## config.mk

```make
export PLATFORM = sky130hd
export DESIGN_NAME = stream_downsizer_flat
export DESIGN_NICKNAME = d
export VERILOG_FILES = /design/src/rtl/stream_pkg.sv /design/src/rtl/stream_downsizer_if.sv /design/src/rtl/stream_downsizer.sv /design/src/flat_wrapper.sv
export SDC_FILE = /design/constraint.sdc
export NUM_CORES = 1
export LEC_CHECK = 0
export BUFFER_PORTS_ARGS = -buffer_cell sky130_fd_sc_hd__buf_4
export CAP_MARGIN = 20
export CORE_MARGIN = 1.5
export CORE_UTILIZATION = 55
export DETAILED_ROUTE_END_ITERATION = 6
export PLACE_DENSITY = 0.87
export SLEW_MARGIN = 10
export SYNTH_ARGS = -nofsm -noshare
export SYNTH_HDL_FRONTEND = slang
export SYNTH_SLANG_ARGS = --single-unit
```

## constraint.sdc

```tcl
create_clock -name clk -period 2.74 [get_ports clk]
set_input_delay 0.274 -clock clk [delete_from_list [all_inputs] [get_ports clk]]
set_output_delay 0.274 -clock clk [all_outputs]
set_load 0.02 [all_outputs]
```

## src/rtl/stream_pkg.sv

```systemverilog
// stream_pkg: shared stream constants, index sizing helper and occupancy states
package stream_pkg;
  localparam int STREAM_MAX_RATIO = 16;
  localparam int STREAM_MIN_RATIO = 2;
  localparam int STREAM_DEF_RATIO = 4;
  function automatic int clog2(input int v);
    int r;
    r = 0;
    while ((1 << r) < v) r++;
    return r;
  endfunction
  typedef logic [clog2(STREAM_DEF_RATIO)-1:0] beat_idx_t;
  typedef enum logic {EMPTY = 1'b0, SENDING = 1'b1} state_e;
endpackage

```

## src/rtl/stream_downsizer_if.sv

```systemverilog
// stream_downsizer_if: wide-in / narrow-out handshake bundle; out_last exists only with STREAM_DOWNSIZER_LAST_EN
interface stream_downsizer_if
  import stream_pkg::*;
#(
  parameter int DATA_WIDTH = 32,
  parameter int RATIO      = 4
);
  localparam int IDX_W = clog2(RATIO);
  logic                        in_valid;
  logic                        in_ready;
  logic [DATA_WIDTH*RATIO-1:0] in_data;
  logic [IDX_W-1:0]            in_beats;
  logic                        out_valid;
  logic                        out_ready;
  logic [DATA_WIDTH-1:0]       out_data;
`ifdef STREAM_DOWNSIZER_LAST_EN
  logic                        out_last;
`endif
  modport slave (
    input  in_valid, in_data, in_beats, out_ready,
    output in_ready, out_valid, out_data
`ifdef STREAM_DOWNSIZER_LAST_EN
    , output out_last
`endif
  );
  modport master (
    output in_valid, in_data, in_beats, out_ready,
    input  in_ready, out_valid, out_data
`ifdef STREAM_DOWNSIZER_LAST_EN
    , input out_last
`endif
  );
endinterface

```

## src/rtl/stream_downsizer.sv

```systemverilog
// stream_downsizer: splits one wide word into in_beats+1 narrow beats; STREAM_DOWNSIZER_LAST_EN adds out_last
module stream_downsizer
  import stream_pkg::*;
#(
  parameter int DATA_WIDTH = 32,
  parameter int RATIO      = 4,
  parameter int MSB_FIRST  = 0
) (
  input logic              clk,
  input logic              rst_n,
  stream_downsizer_if.slave s
);
  localparam int IDX_W = clog2(RATIO);
  localparam logic [IDX_W-1:0] MAX_IDX = IDX_W'(RATIO - 1);
  if (RATIO < STREAM_MIN_RATIO || RATIO > STREAM_MAX_RATIO) begin : g_ratio_check
    $error("stream_downsizer: RATIO out of range");
  end
  logic [DATA_WIDTH*RATIO-1:0] word_q, word_d;
  logic [IDX_W-1:0]            last_q, last_d, idx_q, idx_d, sel;
  state_e                      full_q, full_d;
  logic                        final_beat, accept, xfer;
  // handshake decode, slice select and next state; a load on the final beat wins over the drain
  always_comb begin
    final_beat  = (full_q == SENDING) && (idx_q == last_q);
    xfer        = (full_q == SENDING) && s.out_ready;
    s.in_ready  = rst_n && ((full_q == EMPTY) || (s.out_ready && final_beat));
    accept      = s.in_valid && s.in_ready;
    sel         = (MSB_FIRST != 0) ? MAX_IDX - idx_q : idx_q;
    s.out_valid = full_q == SENDING;
    s.out_data  = word_q[sel*DATA_WIDTH +: DATA_WIDTH];
    word_d      = accept ? s.in_data : word_q;
    last_d      = accept ? ((s.in_beats > MAX_IDX) ? MAX_IDX : s.in_beats) : last_q;
    idx_d       = accept ? '0 : (xfer && !final_beat) ? idx_q + IDX_W'(1) : xfer ? '0 : idx_q;
    full_d      = accept ? SENDING : (xfer && final_beat) ? EMPTY : full_q;
  end
`ifdef STREAM_DOWNSIZER_LAST_EN
  assign s.out_last = final_beat;
`endif
  // state registers; reset drops any partially sent word
  always_ff @(posedge clk) begin
    if (!rst_n) begin
      word_q <= '0;
      last_q <= '0;
      idx_q  <= '0;
      full_q <= EMPTY;
    end else begin
      word_q <= word_d;
      last_q <= last_d;
      idx_q  <= idx_d;
      full_q <= full_d;
    end
  end
endmodule

```

## src/flat_wrapper.sv

```systemverilog
// flat-port wrapper written by rule: the top's interface ports become plain ports
module stream_downsizer_flat import stream_pkg::*;
#(
  parameter int DATA_WIDTH = 32,
  parameter int RATIO      = 4,
  parameter int MSB_FIRST  = 0
)
  (clk, rst_n, s_in_valid, s_in_data, s_in_beats, s_out_ready, s_in_ready, s_out_valid, s_out_data);
  stream_downsizer_if #(.DATA_WIDTH(DATA_WIDTH), .RATIO(RATIO)) s_i ();
  input logic clk;
  input logic rst_n;
  input wire logic [$bits(s_i.in_valid)-1:0] s_in_valid;
  input wire logic [$bits(s_i.in_data)-1:0] s_in_data;
  input wire logic [$bits(s_i.in_beats)-1:0] s_in_beats;
  input wire logic [$bits(s_i.out_ready)-1:0] s_out_ready;
  output wire logic [$bits(s_i.in_ready)-1:0] s_in_ready;
  output wire logic [$bits(s_i.out_valid)-1:0] s_out_valid;
  output wire logic [$bits(s_i.out_data)-1:0] s_out_data;
  assign s_i.in_valid = s_in_valid;
  assign s_i.in_data = s_in_data;
  assign s_i.in_beats = s_in_beats;
  assign s_i.out_ready = s_out_ready;
  assign s_in_ready = s_i.in_ready;
  assign s_out_valid = s_i.out_valid;
  assign s_out_data = s_i.out_data;
  stream_downsizer #(.DATA_WIDTH(DATA_WIDTH), .RATIO(RATIO), .MSB_FIRST(MSB_FIRST)) u_core (.clk(clk), .rst_n(rst_n), .s(s_i));
endmodule
```

==> impl_metrics.py <==
metrics = {
    "yosys": {
        "synth_most_common_cell": "nand2_1",
        "synth.largest_area_cell": "dfxtp_1",
        "postSynthCellCount": 625,
        "yosys_most_used_dff": "dfxtp_1",
        "async_flop_share": 0,
        "synth-seq-cells": 133,
        "ys_seq_area_frac": 0.437,
        "synthTopCellsByArea": "dfxtp_1 (44%), mux2i_1 (21%), nand2_1 (16%), mux4_2 (12%), clkbuf_1 (1.8%)",
        "ys_warn_count": 0,
        "yosys-top-cells-count": "nand2_1 (261), dfxtp_1 (133), mux2i_1 (130)",
        "synth.avg_cell_area_um2": 9.74,
        "synth_top_area_frac": 0.437,
        "synth_nets": 759,
        "synth.distinct_cells": 24,
        "netlist_area_mm2": 0.00609,
        "synth_edf_count": 0,
    },
    "sta": {
        "relSlewSlack": 0.647,
        "drv_slew": 0,
        "hold_violations": 0,
        "tightest_slew_ps": 529,
        "grt_setup_unrepaired": "false",
        "setup_viol": 0,
        "min_period_over_period": 0.837,
        "clock_skew_ps": 4.29,
        "timing.setup.tns_ps": 0,
        "fmax_mhz": 436,
        "period_needed_ps": 2290,
    },
    "grt": {
        "grt_max_degree": 114,
        "grt_pass1_vias": 5019,
        "grt_pass1_wl_mm": 23.0,
        "grt_antenna_before_repair": 0,
        "overflow": 0,
        "gr-usage-all-layers": 0.253,
    },
    "floorplan": {
        "dieArea_mm2": 0.0117,
        "io_pins": 168,
        "coreArea_mm2": 0.0108,
        "initial_utilization": 0.564,
        "fp.dieH_um": 108,
        "rows": 38,
        "fp.dieW_um": 108,
    },
    "flow_run": {
        "max-cap-violations": 0,
    },
    "cells_and_area": {
        "drive_gt1_frac": 0.290,
        "syn2layout_area_growth_pct": 34.9,
        "n_antenna_cell": 0,
        "final_nets": 934,
        "finalInstanceArea_mm2": 0.00821,
    },
    "min_path": {
        "hold_class": "in2reg",
        "holdPathStages": 3,
    },
    "setup_path": {
        "end_kind": "primary output",
        "worst-setup-path-type": "reg2out",
        "arrival_ps": 2020,
        "start_kind": "flop",
        "path_max_fanout": 22,
        "worst_ep_required_time_ps": 2470,
        "reg2reg_depth": 4,
    },
    "power": {
        "p_leak_nw": 3.83,
        "peakVddDrop_mv": 0.454,
        "power_density_mw_per_mm2": 615,
    },
    "clock_network": {
        "clockBufferDepth": 2,
        "cts_inserted_buffers": 17,
        "cts.reportedPaths.clkPinSlew_ps": 60,
        "cts_tree": "yes",
        "cts-root-buf": "clkbuf_8",
        "clk_latency_ps": 510,
        "cts_resized": 0,
        "clock_sinks": 133,
        "htreeDepth": 4,
    },
    "placement": {
        "place_hpwl_mm": 9.32,
        "port_buffers": 167,
        "placed_area_mm2": 0.00734,
        "gp_congestion": 0.775,
    },
    "route": {
        "drt-total-wl_mm": 14.4,
        "vias_per_cell": 5.28,
        "drc": 0,
        "drtIter0Drc": 372,
        "via_count": 5013,
        "drt-pass1-iter-count": 5,
        "routedWlPerCell_um": 15.1,
        "ant_nets": 0,
    },
    "outcome": {
        "status": "complete, no violations",
    },
}
## report_power, final
| group | internal [mW] | switching [mW] | total [mW] |
|---|---|---|---|
| clock network | 1.28 | 0.758 | 2.04 |
| logic | 0.447 | 0.386 | 0.832 |
| registers | 2.10 | 0.0847 | 2.18 |
## through the flow
stage | util | setup WS (ps) | instances | total power, mW | hold slack, ps
3_3_place_gp | 0.680 | 955 | 887 | 2.97 | 441
5_1_grt | 0.761 | 371 | 950 | 5.26 | 3.30
3_5_place_dp | 0.680 | 891 | 887 | 3.01 | 449
6_report | 0.761 | 446 | 950 | 5.05 | 18.3
4_1_cts | 0.759 | 431 | 948 | 5.08 | 0.127
2_1_floorplan | - | 1110 | 625 | 2.72 | 398
## layout make-up
type | count | area, um2
tap | 140 | 175
inverter | 2 | 7.51
fill | 703 | 2580
sequential | 133 | 2670
clock buffer | 24 | 480
timing repair buffer | 208 | 1700
clock inverter | 5 | 50.0
multi-input combinational | 438 | 3130
## cell families (layout without fill, tap and decap cells)
family,after synthesis,after routing,share of synthesized area
buffers and inverters,54,239,0.0508
and+or+nand+nor,266,266,0.166
AOI/OAI and AO/OA,8,8,0.0109
xor gates and xnor gates,2,2,0.00288
muxes,162,162,0.332
DFF,133,133,0.437
## worst paths after layout
path | start | end | slack (ps)
worst min-delay path | s_in_data[33] | u_core.word_q[33]$_SDFFE_PN0P_ | 20
worst max-delay path | u_core.idx_q[1]$_SDFFE_PP0P_ | s_out_data[11] | 450
worst max register to register | u_core.idx_q[1]$_SDFFE_PP0P_ | u_core.word_q[41]$_SDFFE_PN0P_ | 830
worst min register to register | u_core.word_q[108]$_SDFFE_PN0P_ | u_core.word_q[108]$_SDFFE_PN0P_ | 460
## metal layers
| metal | wire length [um] | vias to the layer above | GRT usage | share of wire |
|---|---|---|---|---|
| met5 | 0 | - | 0 | 0 |
| met4 | 150 | 0 | 0.0761 | 0.010 |
| met3 | 927 | 14 | 0.0723 | 0.064 |
| met2 | 7510 | 163 | 0.443 | 0.52 |
| met1 | 5800 | 2393 | 0.302 | 0.40 |
| li1 | - | 2443 | - | - |
## cell usage in the layout (no fill, tap or decap), types with 2 or more instances in the layout
cell type,instances
inv_1,2
buf_4,169
clkbuf_16,16
dlygate4sd3_1,34
clkinv_2,4
clkbuf_1,3
and2_1,2
nand2_1,261
buf_12,4
dfxtp_2,2
dfxtp_1,131
xnor2_1,2
clkbuf_8,5
mux4_2,32
mux2i_1,130
## state kept, by name, indices dropped and copies added, names as in the netlist
register and cells:
u_core.idx_q 2, u_core.last_q 2, u_core.s.out_valid 1, u_core.word_q 128
## worst max-delay path, cell delays in order, from the launching register on
cell and delay (ps):
dfxtp_2 530, buf_4 410, mux4_2 380, buf_4 180
## timing repair
item | in CTS | in global routing
setup buffers | 0 | 0
endpoints found under the hold margin | 32 | 2
hold buffers | 32 | 2
setup endpoints to repair | 0 | 0
Note: power is estimated with default switching activity, not from simulation.
